**src/rtl/rst_req_ctrl_if.sv**
```systemverilog
// Handshake bundle between a reset-request source and rst_req_ctrl.
// Requests flow in; the registered reset request and status flow out.
interface rst_req_ctrl_if;
    logic       sw_req_i;
    logic       hw_req_i;
    logic       clr_cause_i;
    logic       arst_req_o;
    logic       busy_o;
    logic       done_o;
    logic [1:0] cause_o;

    modport master (
        output sw_req_i,
        output hw_req_i,
        output clr_cause_i,
        input  arst_req_o,
        input  busy_o,
        input  done_o,
        input  cause_o
    );

    modport slave (
        input  sw_req_i,
        input  hw_req_i,
        input  clr_cause_i,
        output arst_req_o,
        output busy_o,
        output done_o,
        output cause_o
    );
endinterface

```
**src/rtl/rst_req_ctrl.sv**
```systemverilog
// Reset request controller: stretches sw/hw requests into a fixed-width
// reset pulse followed by a mandatory cooldown window.
module rst_req_ctrl #(
    parameter int unsigned HOLD_CYCLES     = 16,
    parameter int unsigned COOLDOWN_CYCLES = 8
) (
    input logic           ref_clk_i,
    input logic           arst_ni,
    rst_req_ctrl_if.slave bus
);
    typedef enum logic [1:0] {
        IDLE     = 2'd0,
        ASSERT   = 2'd1,
        COOLDOWN = 2'd2
    } state_e;

    localparam logic [7:0] HOLD_LD = 8'(HOLD_CYCLES - 1);
    localparam logic [7:0] COOL_LD = 8'(COOLDOWN_CYCLES - 1);

    state_e     state_q, state_d;
    logic [7:0] cnt_q, cnt_d;
    logic       sw_q;
    logic       pend_q, pend_d;
    logic [1:0] cause_q, cause_d;

    logic sw_ev;
    logic hw;
    logic cnt_zero;
    logic enter;

    assign sw_ev    = bus.sw_req_i & ~sw_q;
    assign hw       = bus.hw_req_i;
    assign cnt_zero = (cnt_q == 8'd0);
    // Extensions (ASSERT->ASSERT) are not entries and leave cause alone
    assign enter    = (state_d == ASSERT) && (state_q != ASSERT);

    always_ff @(posedge ref_clk_i or negedge arst_ni) begin
        if (!arst_ni) begin
            state_q <= IDLE;
        end else begin
            state_q <= state_d;
        end
    end

    always_comb begin
        state_d = state_q;
        unique case (state_q)
            IDLE: begin
                if (sw_ev || hw) state_d = ASSERT;
            end
            ASSERT: begin
                if (cnt_zero && !hw) state_d = COOLDOWN;
            end
            COOLDOWN: begin
                if (cnt_zero) begin
                    if (pend_q || hw || sw_ev) state_d = ASSERT;
                    else                       state_d = IDLE;
                end
            end
            default: state_d = IDLE;
        endcase
    end

    always_comb begin
        cnt_d  = cnt_q;
        pend_d = pend_q;
        unique case (state_q)
            IDLE: begin
                if (enter) cnt_d = HOLD_LD;
            end
            ASSERT: begin
                if (!cnt_zero) cnt_d = cnt_q - 8'd1;
                else if (hw)   cnt_d = HOLD_LD;
                else           cnt_d = COOL_LD;
            end
            COOLDOWN: begin
                if (!cnt_zero) begin
                    cnt_d = cnt_q - 8'd1;
                    if (sw_ev) pend_d = 1'b1;
                end else begin
                    cnt_d  = enter ? HOLD_LD : 8'd0;
                    pend_d = 1'b0;
                end
            end
            default: begin
                cnt_d  = 8'd0;
                pend_d = 1'b0;
            end
        endcase
        // A same-cycle set beats the clear
        cause_d = (cause_q & ~{2{bus.clr_cause_i}})
                | {enter & hw, enter & (sw_ev | pend_q)};
    end

    // Delay flop resets high so a level held across reset is not an edge
    always_ff @(posedge ref_clk_i or negedge arst_ni) begin
        if (!arst_ni) begin
            cnt_q   <= 8'd0;
            sw_q    <= 1'b1;
            pend_q  <= 1'b0;
            cause_q <= 2'b00;
        end else begin
            cnt_q   <= cnt_d;
            sw_q    <= bus.sw_req_i;
            pend_q  <= pend_d;
            cause_q <= cause_d;
        end
    end

    always_comb begin
        bus.arst_req_o = (state_q == ASSERT);
        bus.busy_o     = (state_q != IDLE);
        bus.done_o     = (state_q == COOLDOWN) && cnt_zero;
        bus.cause_o    = cause_q;
    end
endmodule
```
**src/flat_wrapper.sv**
```systemverilog
// flat-port wrapper written by rule: the top's interface ports become plain ports
module rst_req_ctrl_flat 
#(
    parameter int unsigned HOLD_CYCLES     = 16,
    parameter int unsigned COOLDOWN_CYCLES = 8
)
  (ref_clk_i, arst_ni, bus_sw_req_i, bus_hw_req_i, bus_clr_cause_i, bus_arst_req_o, bus_busy_o, bus_done_o, bus_cause_o);
  rst_req_ctrl_if bus_i ();
  input logic ref_clk_i;
  input logic arst_ni;
  input wire logic [$bits(bus_i.sw_req_i)-1:0] bus_sw_req_i;
  input wire logic [$bits(bus_i.hw_req_i)-1:0] bus_hw_req_i;
  input wire logic [$bits(bus_i.clr_cause_i)-1:0] bus_clr_cause_i;
  output wire logic [$bits(bus_i.arst_req_o)-1:0] bus_arst_req_o;
  output wire logic [$bits(bus_i.busy_o)-1:0] bus_busy_o;
  output wire logic [$bits(bus_i.done_o)-1:0] bus_done_o;
  output wire logic [$bits(bus_i.cause_o)-1:0] bus_cause_o;
  assign bus_i.sw_req_i = bus_sw_req_i;
  assign bus_i.hw_req_i = bus_hw_req_i;
  assign bus_i.clr_cause_i = bus_clr_cause_i;
  assign bus_arst_req_o = bus_i.arst_req_o;
  assign bus_busy_o = bus_i.busy_o;
  assign bus_done_o = bus_i.done_o;
  assign bus_cause_o = bus_i.cause_o;
  rst_req_ctrl #(.HOLD_CYCLES(HOLD_CYCLES), .COOLDOWN_CYCLES(COOLDOWN_CYCLES)) u_core (.ref_clk_i(ref_clk_i), .arst_ni(arst_ni), .bus(bus_i));
endmodule
```
**config.mk**
```make
export PLATFORM = sky130hd
export DESIGN_NAME = rst_req_ctrl_flat
export DESIGN_NICKNAME = d
export VERILOG_FILES = /design/src/rtl/rst_req_ctrl_if.sv /design/src/rtl/rst_req_ctrl.sv /design/src/flat_wrapper.sv
export SDC_FILE = /design/constraint.sdc
export NUM_CORES = 1
export LEC_CHECK = 0
export CAP_MARGIN = 40
export CORE_MARGIN = 2
export CORE_UTILIZATION = 45
export CTS_CLUSTER_DIAMETER = 200
export DETAILED_ROUTE_END_ITERATION = 10
export PLACE_DENSITY = 0.69
export RECOVER_POWER = 25
export SLEW_MARGIN = 5
export SYNTH_ARGS = -nofsm -noshare
export SYNTH_HDL_FRONTEND = slang
export SYNTH_SLANG_ARGS = --single-unit
export TNS_END_PERCENT = 10
```
**constraint.sdc**
```tcl
create_clock -name ref_clk_i -period 2.3 [get_ports ref_clk_i]
set_input_delay 0.46 -clock ref_clk_i [delete_from_list [all_inputs] [get_ports ref_clk_i]]
set_output_delay 0.46 -clock ref_clk_i [all_outputs]
set_load 0.02 [all_outputs]
```
==> flow_metrics.py <==
metrics = {
    "cts": {
        "clock_sinks": 14,
        "htreeDepth": 1,
        "cts-hold-fix-buffers": 0,
        "cts_buffers": 3,
        "cts_tree": "done",
        "postCtsSetupBuffers": 0,
        "cts_buffer_depth": 2,
        "clk_pin_slew_ns": 0.08,
        "clockRootBuffer": "clkbuf_4",
        "worstSkewPairLatency_ns": 0.27,
    },
    "floorplanning": {
        "die_w_um": 47,
        "start_util": 0.482,
        "dieHeight_um": 47,
        "rows": 15,
        "ios": 10,
        "die_area_um2": 2210,
        "coreArea_um2": 1730,
    },
    "timing": {
        "setup_tns_ns": 0,
        "drv_slew": 0,
        "period_share": 0.892,
        "maxSlewHeadroom": 0.579,
        "hold_violations": 0,
        "rsz0062_at_grt": "false",
        "skew_ns": 0.00319,
        "fmax_ghz": 0.487,
        "max_slew.worst_pin.slew_ns": 0.630,
        "setup_viol": 0,
        "period_needed_ns": 2.05,
    },
    "logic_synthesis": {
        "synth_cells": 91,
        "async_flop_share": 1.00,
        "yosysTopAreaCell": "dfrtp_1",
        "syn_nets": 97,
        "ys_seq_area_frac": 0.423,
        "yosysWarningCount": 0,
        "yosysMostFrequentCell": "dfrtp_1",
        "synth_top_area_share": 0.391,
        "avgSynthCellArea_um2": 9.14,
        "netlist-cell-type-count": 38,
        "ys_ff_latch": 14,
        "ys_top_cells_by_count": "dfrtp_1, nor2_1, inv_1, nand2_1",
        "synth_ff_type": "dfrtp_1",
        "synth_edf_count": 0,
        "ys_top_cells_by_area": "dfrtp_1, nor2_1, dfstp_2, xor2_1, a21oi_1",
        "syn-cell-area_um2": 832,
    },
    "grt": {
        "grt_usage": 0.177,
        "grt_pass1_vias": 649,
        "grt_pass1_wl_um": 2820,
        "grt_max_degree": 15,
        "grt_overflow": 0,
        "antenna_found_initial": 0,
    },
    "worst_setup_path": {
        "crit_slowest_cell": "clkdlybuf4s50_1",
        "crit_path_end_kind": "output port",
        "path_buf_inv": 2,
        "reg2reg_setup_slack_ns": 0.56,
        "crit_chain": "inv_1, nor2_2, clkdlybuf4s50_1",
        "path_max_fanout": 7,
        "rr_worst_depth": 7,
        "critPathRequiredTime_ns": 1.84,
        "cp.depth": 3,
        "arrival_ns": 1.59,
        "start_kind": "register",
        "cp_top_family": "buffers and inverters",
        "crit_path_max_incr_delay_ns": 0.61,
        "path_class": "reg2out",
    },
    "power": {
        "vdd_ir_drop_max_mv": 0.648,
        "leakage_uw": 0.000426,
        "powerDensity_nw_per_um2": 1120,
        "p_total_uw": 1130,
    },
    "finish": {
        "multiInputGateArea_um2": 430,
        "fillers": 175,
        "diodes": 0,
        "seq_area_um2": 352,
        "area_delta_synth_final_pct": 20.6,
        "num-nets-final": 113,
        "layout-drive-gt1-share": 0.208,
    },
    "routing": {
        "drtIter0Drc": 11,
        "route.detailed.drc": 0,
        "vias": 695,
        "antenna_left": 0,
        "avgViaCountPerCell": 5.31,
        "drtPass1Iterations": 4,
        "wl_um": 1620,
        "drt-wirelength-per-cell_um": 12.4,
    },
    "status": {
        "outcome": "completed",
    },
    "placed_design": {
        "hpwl_um": 1230,
        "gp_congestion": 0.835,
        "portBuffers": 9,
    },
    "job": {
        "cap_viol_max_count": 0,
    },
    "hold_path": {
        "holdPathStages": 2,
        "hp-class": "reg2reg",
    },
}
==> cell type report <==
| class | count | area share |
|---|---|---|
| Tap cell | 25 | 0.0312 |
| Inverter | 7 | 0.0262 |
| Sequential cell | 14 | 0.350 |
| Timing Repair Buffer | 15 | 0.137 |
| Clock buffer | 4 | 0.0262 |
| Multi-Input combinational cell | 66 | 0.429 |
==> registers in the layout (all words and copies together), names as in the netlist <==
| signal | count |
|---|---|
| u_core.sw_q | 1 |
| u_core.state_q | 2 |
| u_core.cnt_q | 8 |
| u_core.pend_q | 1 |
| u_core.bus.cause_o | 2 |
==> through the flow <==
stage | worst slack (ns) | std cells | hold WS [ns] | cell area [um^2] | util
6_report | 0.248 | 131 | 0.523 | 1000 | 0.581
3_3_place_gp | 0.293 | 127 | 0.509 | 975 | 0.564
4_1_cts | 0.0128 | 131 | 0.529 | 1000 | 0.580
2_1_floorplan | 0.534 | 91 | 0.164 | 832 | -
5_1_grt | 0.156 | 131 | 0.549 | 1000 | 0.581
3_5_place_dp | 0.243 | 127 | 0.512 | 975 | 0.564
==> where the power goes <==
group,internal (uW),switching (uW),total (uW)
clock,67.2,74.9,142
sequential,339,95.6,435
combinational,263,288,551
==> layer usage <==
| metal | GRT usage | share of wire | vias up | wire length (um) |
|---|---|---|---|---|
| met1 | 0.251 | 0.50 | 327 | 809 |
| met5 | 0 | 0 | - | 0 |
| met2 | 0.274 | 0.46 | 13 | 747 |
| met3 | 0.0231 | 0.030 | 4 | 48 |
| li1 | - | - | 351 | - |
| met4 | 0.0667 | 0.010 | 0 | 17 |
==> worst paths after layout <==
path / startpoint / to
min in group asynchronous: arst_ni / u_core.cnt_q[1]
worst min-delay path: u_core.bus.cause_o[1] / u_core.bus.cause_o[1]
worst min register to register: u_core.bus.cause_o[1] / u_core.bus.cause_o[1]
max in group asynchronous: arst_ni / u_core.cnt_q[6]
worst max-delay path: u_core.state_q[0] / bus_arst_req_o
worst max register to register: u_core.cnt_q[0] / u_core.cnt_q[1]
==> tightest hold or removal path: stages, from the launching register on <==
cell and delay [ns]:
dfrtp_1 0.39, inv_1 0.05, o21ai_1 0.05
==> placed cells by master (no fill, tap or decap), types with 2 or more instances in the layout <==
master | Yosys | routed
a31oi_1 | 2 | 2
nor2_1 | 8 | 8
xor2_1 | 3 | 3
nand2b_1 | 2 | 2
nand2_1 | 6 | 6
nor2_2 | 4 | 4
xnor2_1 | 2 | 2
clkdlybuf4s50_1 | 0 | 6
buf_4 | 0 | 6
a21oi_2 | 2 | 2
nor3_1 | 5 | 5
o21ai_1 | 5 | 5
nor2b_1 | 2 | 2
dfrtp_1 | 13 | 13
a21oi_1 | 5 | 5
clkbuf_4 | 0 | 3
nand3_1 | 2 | 2
inv_1 | 6 | 6
dlygate4sd3_1 | 0 | 2
==> kinds of logic (layout without fill, tap and decap cells) <==
| family | after synthesis | count (layout) | synth area share |
|---|---|---|---|
| adder cells (fa/ha/maj) | 1 | 1 | 0.0150 |
| buffers and inverters | 11 | 26 | 0.0601 |
| XOR/XNOR | 5 | 5 | 0.0526 |
| flip-flops | 14 | 14 | 0.423 |
| AND/OR/NAND/NOR | 37 | 37 | 0.248 |
| AO/OA/AOI/OAI | 23 | 23 | 0.202 |
==> timing repair <==
item / in CTS / in global routing
endpoints found under the hold margin: 0 / 0
gates resized for setup: 0 / 1
endpoints found under the setup margin: 0 / 1
Note: power is estimated with default switching activity, not from simulation.
